**src/rtl/lc3_alu_sequencer.sv**
```systemverilog
// rtl/lc3_alu_sequencer.sv - multi-cycle execute controller for LC-3 ADD/AND/NOT
module lc3_alu_sequencer #(
  parameter int         DATA_W    = 16,
  parameter logic [2:0] NZP_RESET = 3'b010
) (
  input  logic              clk,
  input  logic              rst_n,
  input  logic              instr_valid,
  input  logic [15:0]       instr,
  output logic              instr_ready,
  output logic [2:0]        rf_raddr1,
  output logic [2:0]        rf_raddr2,
  input  logic [DATA_W-1:0] rf_rdata1,
  input  logic [DATA_W-1:0] rf_rdata2,
  output logic [DATA_W-1:0] alu_a,
  output logic [DATA_W-1:0] alu_b,
  output logic [2:0]        alu_op,
  input  logic [DATA_W-1:0] alu_result,
  output logic              rf_we,
  output logic [2:0]        rf_waddr,
  output logic [DATA_W-1:0] rf_wdata,
  output logic [2:0]        nzp,
  output logic              done,
  output logic              illegal
);

  typedef enum logic [1:0] {IDLE, READ, EXEC, WB} state_t;

  localparam logic [2:0] OP_ADD  = 3'b000;
  localparam logic [2:0] OP_AND  = 3'b001;
  localparam logic [2:0] OP_NOT  = 3'b010;
  localparam logic [2:0] OP_PASS = 3'b011;

  state_t            state, state_nxt;
  logic [15:0]       instr_q;
  logic [DATA_W-1:0] op_a, op_b;
  logic              is_add, is_and, is_not, is_legal;
  logic [DATA_W-1:0] imm_ext;

  assign is_add   = (instr_q[15:12] == 4'b0001);
  assign is_and   = (instr_q[15:12] == 4'b0101);
  assign is_not   = (instr_q[15:12] == 4'b1001) && (instr_q[5:0] == 6'h3F);
  assign is_legal = is_add || is_and || is_not;
  assign imm_ext  = {{(DATA_W-5){instr_q[4]}}, instr_q[4:0]};

  // Read addresses come straight from the captured word; they only matter during READ.
  assign rf_raddr1 = instr_q[8:6];
  assign rf_raddr2 = instr_q[2:0];

  always_comb begin
    state_nxt   = state;
    instr_ready = 1'b0;
    alu_op      = OP_PASS;
    alu_a       = '0;
    alu_b       = '0;
    rf_we       = 1'b0;
    rf_waddr    = 3'd0;
    done        = 1'b0;
    illegal     = 1'b0;
    case (state)
      IDLE: begin
        instr_ready = 1'b1;
        if (instr_valid) state_nxt = READ;
      end
      READ: begin
        if (is_legal) begin
          state_nxt = EXEC;
        end else begin
          state_nxt = IDLE;
          done      = 1'b1;
          illegal   = 1'b1;
        end
      end
      EXEC: begin
        alu_a     = op_a;
        // NOT also has bit 5 set, so it must not pick up the immediate.
        alu_b     = (instr_q[5] && !is_not) ? imm_ext : op_b;
        alu_op    = is_add ? OP_ADD : (is_and ? OP_AND : OP_NOT);
        state_nxt = WB;
      end
      WB: begin
        rf_we     = 1'b1;
        rf_waddr  = instr_q[11:9];
        done      = 1'b1;
        state_nxt = IDLE;
      end
      default: state_nxt = IDLE;
    endcase
  end

  always_ff @(posedge clk or negedge rst_n) begin
    if (!rst_n) begin
      state    <= IDLE;
      instr_q  <= '0;
      op_a     <= '0;
      op_b     <= '0;
      rf_wdata <= '0;
      nzp      <= NZP_RESET;
    end else begin
      state <= state_nxt;
      if (state == IDLE && instr_valid) instr_q <= instr;
      // Operands are frozen here so a WB to SR1/SR2 cannot disturb them.
      if (state == READ) begin
        op_a <= rf_rdata1;
        op_b <= rf_rdata2;
      end
      if (state == EXEC) rf_wdata <= alu_result;
      if (state == WB) begin
        if (rf_wdata[DATA_W-1])  nzp <= 3'b100;
        else if (rf_wdata == '0) nzp <= 3'b010;
        else                     nzp <= 3'b001;
      end
    end
  end

endmodule

```
**config.mk**
```make
export PLATFORM = sky130hd
export DESIGN_NAME = lc3_alu_sequencer
export DESIGN_NICKNAME = d
export VERILOG_FILES = /design/src/rtl/lc3_alu_sequencer.sv
export SDC_FILE = /design/constraint.sdc
export NUM_CORES = 1
export LEC_CHECK = 0
export ABC_AREA = 1
export CAP_MARGIN = 20
export CORE_ASPECT_RATIO = 1.75
export CORE_MARGIN = 4
export CORE_UTILIZATION = 31
export CTS_BUF_LIST = sky130_fd_sc_hd__clkbuf_2 sky130_fd_sc_hd__clkbuf_4 sky130_fd_sc_hd__clkbuf_8
export DETAILED_ROUTE_END_ITERATION = 10
export PLACE_DENSITY = 0.72
export SLEW_MARGIN = 5
export SYNTH_ARGS = -nofsm -noshare
export SYNTH_HDL_FRONTEND = slang
export SYNTH_SLANG_ARGS = --single-unit
```
**constraint.sdc**
```tcl
create_clock -name clk -period 1.3 [get_ports clk]
set_clock_uncertainty 0.05 [all_clocks]
set_input_delay 0.13 -clock clk [delete_from_list [all_inputs] [get_ports clk]]
set_output_delay 0.13 -clock clk [all_outputs]
set_load 0.005 [all_outputs]
```
== After elaboration in Yosys (flattened, before gate mapping) ==
Cells that the tools add are included.
Operators by class
  eq/ne operators: 8
  multiplexer cells: 17
  reduce and logical (&&, ||, !) cells: 8
Operator list (count)
  16-bit two-way mux: 3
  16-bit logical NOT: 1
  2-bit two-way mux: 6
  2-bit case mux with 4 select lines: 1
  6-bit == test, second input constant: 1
  3-bit two-way mux: 2
  2-bit == test, second input constant: 2
  4-bit by 1-bit == test with 1-bit output, second input constant: 1
  4-bit by 3-bit == test with 1-bit output, second input constant: 1
  4-bit == test, second input constant: 1
  1-bit two-way mux: 4
  1-bit logical AND: 3
  2-bit by 1-bit == test with 1-bit output, second input constant: 1
  2-bit logical NOT: 1
  1-bit logical OR: 2
  2-bit != test, second input constant: 1
  1-bit case mux with 2 select lines: 1
  1-bit logical NOT: 1
Storage, ports and cells
  flip-flop bits (word level): 69
  input port bits: 67
  output and inout bits: 67
  logic and storage cells: 39

== Longest topological paths before layout ==
Gate-level depths: netlist of the first run.
  depth after elaboration: 6
  mapped depth: 8
  mapped depth without buffers: 8

== Least setup slack after synthesis of the first run ==
OpenSTA, ideal clock, no wires.
  kind: register -> register
  start: register with a tool-made name
  end: register instr_q[1]
  library setup time: 0.128 ns
  arrival time: 1.190 ns
  setup slack: -0.068 ns
  cell stages (with the launch flop): 5
  cells stage by stage: dfrtp_1 > nor2_1 > nand2_1 > buf_2 > mux2_1
RTL lines
  end signal: assignment: RTL line 101  | if (state == IDLE && instr_valid) instr_q <= instr;
  end: declaration: RTL line 35  | logic [15:0] instr_q;

== Worst setup path in the final report of the first run ==
  start: register instr_q[1]
  end: output alu_b[11]
Between the ends
  cells in the longest elaborated chain, start to end: 6
Ends and longest elaborated chain
  6-bit == test: RTL line 42  | assign is_not = (instr_q[15:12] == 4'b1001) && (instr_q[5:0] == 6'h3F);
  1-bit logical AND: RTL line 42
  1-bit logical NOT: RTL line 77  | alu_b = (instr_q[5] && !is_not) ? imm_ext : op_b;
  1-bit logical AND: RTL line 77
  16-bit two-way mux: RTL line 77
  16-bit two-way mux: RTL line 60  | case (state)
  end: declaration: RTL line 16  | output logic [DATA_W-1:0] alu_b,
No other way between the ends.

==> qor.yml, run 1 <==
wl_um: 10800
ys_async_sr_fraction_pct: 100
layout_setup_ws_ns: -0.616
yosysWarnings: 0
cts_buffers: 9
cts_buffer_depth: 2
gr-usage-met2_pct: 31.3
diodes: 0
rsz0062_at_grt: "yes"
clk_pin_slew_ns: 0.07
synth_fp_nets: 438
cts_tree: "done"
outcome: "complete, but fails checks"
initial_core_util_pct: 32.1
routedWlPerCell_um: 15.4
grt_pass1_wl_um: 15900
grt_usage_pct: 17.2
ys.flop_type: "dfrtp_1"
worst_path_most_repeated_cell: "buf_6"
critPathMaxStageDelay_ns: 0.38
layout-drive-gt1-share_pct: 49.8
avgSynthCellArea_sq_um: 8.30
core_sq_um: 9590
drt_pass1_iterations: 4
via_per_inst: 4.60
grt_pass1_vias: 3204
final.min_clock_period_ns: 1.92
die_area_sq_um: 11700
timing.final.hold_violations: 0
die_height_um: 140
place_area_sq_um: 4780
r2r_end: "instr_q[1]"
port_buffers: 132
area.growth.synth_to_final_pct: 94.9
ios: 134
power_mw: 13.6
cp-end-kind: "primary output"
maxSlewViolCount: 0
grt-ovfl-total: 0
grt_max_degree: 33
drc: 0
path_cells: "nand2_1 > nor2_4 > nand3_4 > nand2_8 > buf_6 > buf_6 > nand2_2 > a21oi_2 > buf_2"
crit_path_start: "instr_q[1]"
yosysMostFrequentCell: "nand2_1"
violations: "setup timing"
rr_worst_depth: 6
hold_class: "input pin to async pin"
cp_slowest_cell: "dfrtp_1"
synth_seq_cells: 69
crit_type: "flip-flop to primary output"
cp_top_family: "simple AND/OR/NAND/NOR gates"
die_x_um: 83.4
grt_use_met3_pct: 4.55
cp.arrival_ns: 1.74
critPathLaunchType: "flip-flop"
critPathBufInv: 3
fmax_mhz: 522
post-dp-hpwl_um: 6680
fin_nets: 638
setup_viol: 94
insertion_delay_ns: 0.34
synthTopCellsByArea: "dfrtp_1, nand2_1, o21ai_0, inv_1, nor2_1"
leakagePower_nw: 2.94
syn_inst: 371
synth_commonest_cells: "nand2_1, dfrtp_1, inv_1"
synth_cell_types: 22
gp_congestion: 0.790
stdcell_area_sq_um: 6000
cp.required_ns: 1.12
htree_levels: 3
antenna_found_initial: 0
gr-usage-met1_pct: 18.5
p_per_area_nw_per_um2: 2270
synth_top_area_share_pct: 55.2
drv_cap: 0
vdd_drop_max_uv: 1310
cts_sinks: 69
drtIter0Drc: 87
cp_max_fo: 4
fp-row-count: 47
r2r_slack_ns: -0.21
post-route-period-util_pct: 147
ant_nets: 0
fin_setup_tns_ns: -20.35
seq_area_frac_synth_pct: 56.1
synth.largest_area_cell: "dfrtp_1"
synth-edff-count: 0
cts_root_buf: "clkbuf_8"
synthesis.area_sq_um: 3080
top_usage_layer: "met2"
vias: 3211
## where the power goes
part / internal [mW] / switching, mW / total (mW) / leakage, nW
logic: 4.13 / 3.83 / 7.96 / 2.00
registers: 3.19 / 0.570 / 3.76 / 0.833
clock network: 1.11 / 0.789 / 1.90 / 0.114
total: 8.43 / 5.19 / 13.6 / 2.94
## state kept, by name, indices dropped and copies added (netlist names), named ones only
register  cells
state         1
op_a         16
instr_q      16
op_b         16
nzp           3
rf_wdata     16
## layer usage
layer / vias up / wire (um)
met2: 102 / 6100
met3: 21 / 510
met4: 0 / 272
met5: - / 0
li1: 1548 / -
met1: 1540 / 3890
## metrics by stage
stage               utilization [%]  std cells  setup slack (ns)  hold WS (ns)
detailed placement             49.9        640            -0.556       -0.0372
finish                         62.6        698            -0.616         0.138
global route                   62.6        698            -0.729         0.145
global placement               49.9        640            -0.503       -0.0402
floorplan                         -        371           -0.0235        -0.216
CTS                            56.3        685            -0.652         0.130
## area by class of cell
type	instances	area (sq um)
Fill cell	771	3580
Timing Repair Buffer	210	2060
Sequential cell	69	1730
Multi-Input combinational cell	237	1680
Inverter	44	165
Tap cell	122	153
Clock buffer	11	139
Clock inverter	5	75.1
## cells by family (layout without fill, tap and decap cells)
family | Yosys count | after routing | synth area share [%]
AND/OR/NAND/NOR | 165 | 167 | 21.2
buffers and inverters | 67 | 270 | 9.38
multiplexers | 9 | 9 | 3.29
AO/OA/AOI/OAI | 60 | 60 | 9.87
other | 1 | 1 | 0.122
flip-flops | 69 | 69 | 56.1
## cells in the final DEF, fill, tap and decap left out, drive strengths merged
cell,n
dfrtp,68
nor2,41
dfstp,1
clkinv,3
buf,115
clkbuf,18
bufbuf,1
clkdlybuf4s50,65
dlygate4sd3,1
mux2,9
nand3,6
nand4,3
inv,44
dlygate4sd2,21
nand2,115
bufinv,2
o21ai,37
a21oi,23
conb,1
or2,2
## worst max path at each step
stage                            to  slack (ns)  cells after the start
after floorplan           alu_b[14]       -0.02                      7
after global placement    alu_b[15]       -0.50                      8
after detailed placement  alu_b[14]       -0.56                      8
after CTS                 alu_b[11]       -0.65                     10
after global routing      alu_b[11]       -0.73                     10
final                     alu_b[11]       -0.62                      9
## timing repair
item / in CTS / in global routing
buffers inserted: 25 / 13
pin swaps: 16 / 25
cloned: 5 / 6
endpoints found under the hold margin: 69 / 0
hold buffers: 1 / 0
endpoints found under the setup margin: 116 / 106
resized for setup: 285 / 159
Note: power is estimated with default switching activity, not from simulation.
==> run 2: changes to the inputs <==
--- a/config.mk
+++ b/config.mk
@@ -7,12 +7,14 @@
 export LEC_CHECK = 0
 export ABC_AREA = 1
 export CAP_MARGIN = 20
+export CELL_PAD_IN_SITES_DETAIL_PLACEMENT = 0
+export CELL_PAD_IN_SITES_GLOBAL_PLACEMENT = 1
 export CORE_ASPECT_RATIO = 1.75
 export CORE_MARGIN = 4
-export CORE_UTILIZATION = 31
+export CORE_UTILIZATION = 28
 export CTS_BUF_LIST = sky130_fd_sc_hd__clkbuf_2 sky130_fd_sc_hd__clkbuf_4 sky130_fd_sc_hd__clkbuf_8
 export DETAILED_ROUTE_END_ITERATION = 10
-export PLACE_DENSITY = 0.72
+export PLACE_DENSITY = 0.87
 export SLEW_MARGIN = 5
 export SYNTH_ARGS = -nofsm -noshare
 export SYNTH_HDL_FRONTEND = slang
==> qor.yml, run 2 (same netlist as run 1, synthesis figures left out) <==
outcome: "complete, but fails checks"  # unchanged
violations: "setup timing"  # unchanged
cp_top_family: "buffers and inverters"  # was simple AND/OR/NAND/NOR gates
via_per_inst: 4.61  # was 4.60
hold_class: "input pin to async pin"  # unchanged
cp.arrival_ns: 1.77  # was 1.74 ns
drt_pass1_iterations: 6  # was 4
crit_type: "flip-flop to primary output"  # unchanged
htree_levels: 3  # unchanged
cts_tree: "done"  # unchanged
layout-drive-gt1-share_pct: 46.7  # was 49.8%
path_cells: "inv_2 > nand2_2 > nor2_4 > nand3_4 > buf_12 > nand2_8 > buf_6 > buf_6 > nand2_4 > a21oi_2 > buf_2"  # was nand2_1 > nor2_4 > nand3_4 > nand2_8 > buf_6 > buf_6 > nand2_2 > a21oi_2 > buf_2
routedWlPerCell_um: 16.0  # was 15.4 um
seq_area_sq_um: 1730  # unchanged
ios: 134  # unchanged
drv_cap: 0  # unchanged
die_x_um: 87.3  # was 83.4 um
met1Wirelength_um: 4120  # was 3890 um
stdcell_count: 719  # was 698
setup_viol: 89  # was 94
timing.final.hold_violations: 0  # unchanged
leakagePower_nw: 2.92  # was 2.94 nW
critPathMaxStageDelay_ns: 0.39  # was 0.38 ns
critPathLaunchType: "flip-flop"  # unchanged
diodes: 0  # unchanged
wl_met2_um: 6440  # was 6100 um
vdd_drop_max_uv: 1420  # was 1310 uV
worst_path_most_repeated_cell: "buf_6"  # unchanged
drtIter0Drc: 108  # was 87
grt_max_degree: 30  # was 33
port_buffers: 132  # unchanged
gp_congestion: 0.789  # was 0.790
fin_nets: 651  # was 638
die_area_sq_um: 12800  # was 11700 sq um
postLayoutCoreUtil_pct: 56.8  # was 62.6%
core_sq_um: 10800  # was 9590 sq um
antenna_found_initial: 0  # unchanged
rsz0062_at_grt: "yes"  # unchanged
clk_pin_slew_ns: 0.07  # about the same
multi_input_area_sq_um: 1590  # was 1680 sq um
grt_pass1_vias: 3406  # was 3204
fp-row-count: 50  # was 47
cts_root_buf: "clkbuf_8"  # unchanged
wl_um: 11500  # was 10800 um
cp_slowest_cell: "dfrtp_1"  # unchanged
n_fill_cell: 931  # was 771
p_per_area_nw_per_um2: 2270  # about the same
dp_cells: 647  # was 640
initial_core_util_pct: 28.6  # was 32.1%
cts_sinks: 69  # unchanged
vias: 3312  # was 3211
layout.cells.most_common: "nand2_1"  # was dfrtp_1
critPathBufInv: 5  # was 3
fmax_mhz: 512  # was 522 MHz
drc: 0  # unchanged
cp.required_ns: 1.12  # about the same
layout_setup_ws_ns: -0.654  # was -0.616 ns
grt_pass1_wl_um: 17000  # was 15900 um
grt_usage_pct: 17.2  # about the same
ant_nets: 0  # unchanged
maxSlewViolCount: 0  # unchanged
cp-end-kind: "primary output"  # unchanged
dr_wl_met3_um: 595  # was 510 um
final.min_clock_period_ns: 1.95  # was 1.92 ns
cp_max_fo: 3  # was 4
area.growth.synth_to_final_pct: 98.6  # was 94.9%
cts_buffers: 9  # unchanged
highest_layer: "met4"  # unchanged
post-dp-hpwl_um: 6840  # was 6680 um
grt-ovfl-total: 0  # unchanged
post-route-period-util_pct: 150  # was 147%
insertion_delay_ns: 0.34  # about the same
cts_buffer_depth: 2  # unchanged
die_height_um: 147  # was 140 um
layout_common_cells: "nand2_1, dfrtp_1, clkdlybuf4s50_1"  # was dfrtp_1, clkdlybuf4s50_1, nand2_1
-- run 2: cell count changes in the layout (fill, tap and decap cells not counted), sizes merged --
cell / delta
bufinv: -2
clkbuf: +4
clkinv: -3
bufbuf: -1
buf: +15
-- run 2: timing repair --
item | 4_1_cts | 5_1_grt
setup endpoints to repair | 131 | 112
gates cloned | 9 | 5
resized for setup | 324 | 114
pin swaps | 15 | 17
setup buffers | 41 | 12
hold endpoints to repair | 68 | 0
hold buffers | 1 | 0
-- run 2: worst register-to-register path, stage by stage (launching register included) --
cell and delay (ns):
dfrtp_1 0.39, buf_6 0.13, buf_6 0.12, nor2_4 0.14, buf_6 0.14, nand2_8 0.08
mux2_4 0.32
-- run 2: area by class of cell --
type / instances / area share [%]
Multi-Input combinational cell: 237 / 26.0
Clock buffer: 16 / 3.40
Inverter: 44 / 2.78
Tap cell: 130 / 2.66
Timing Repair Buffer: 223 / 36.9
Sequential cell: 69 / 28.2
-- run 2: power by group --
group / switching [mW] / total (mW) / internal, mW / leakage (nW)
Sequential: 0.545 / 3.73 / 3.19 / 0.833
Clock: 0.789 / 1.79 / 1.00 / 0.110
Combinational: 3.95 / 8.37 / 4.42 / 1.98
-- run 2: stage by stage --
step	total power, mW	setup WS [ns]	hold WS [ns]	TNS (ns)	instance area (sq um)
CTS	12.9	-0.702	0.189	-26.80	5710
floorplan	6.10	-0.0235	-0.216	-0.222	3130
detailed placement	8.86	-0.602	0.0297	-21.11	4810
finish	13.9	-0.654	0.197	-21.47	6120
global route	14.8	-0.753	0.215	-27.86	6120
global placement	8.72	-0.539	0.0248	-18.82	4810
-- run 2: routing by layer --
layer | vias up | track usage, %
li1 | 1578 | -
met1 | 1595 | 18.9
met2 | 110 | 30.7
met3 | 29 | 3.82
met4 | 0 | 7.91
met5 | - | 0
-- run 2: worst paths after layout --
path / slack (ns) / end / cells after the start / startpoint
worst min register to register: 0.43 / op_b[14] / 2 / op_b[14]
worst max-delay path: -0.65 / alu_b[4] / 11 / instr_q[14]
max in group asynchronous: 0.47 / nzp[1] / 3 / rst_n
worst min-delay path: 0.20 / rf_wdata[4] / 2 / rst_n
worst max register to register: -0.17 / instr_q[2] / 6 / flip-flop
min in group clk: 0.26 / op_a[6] / 3 / rf_rdata1[6]
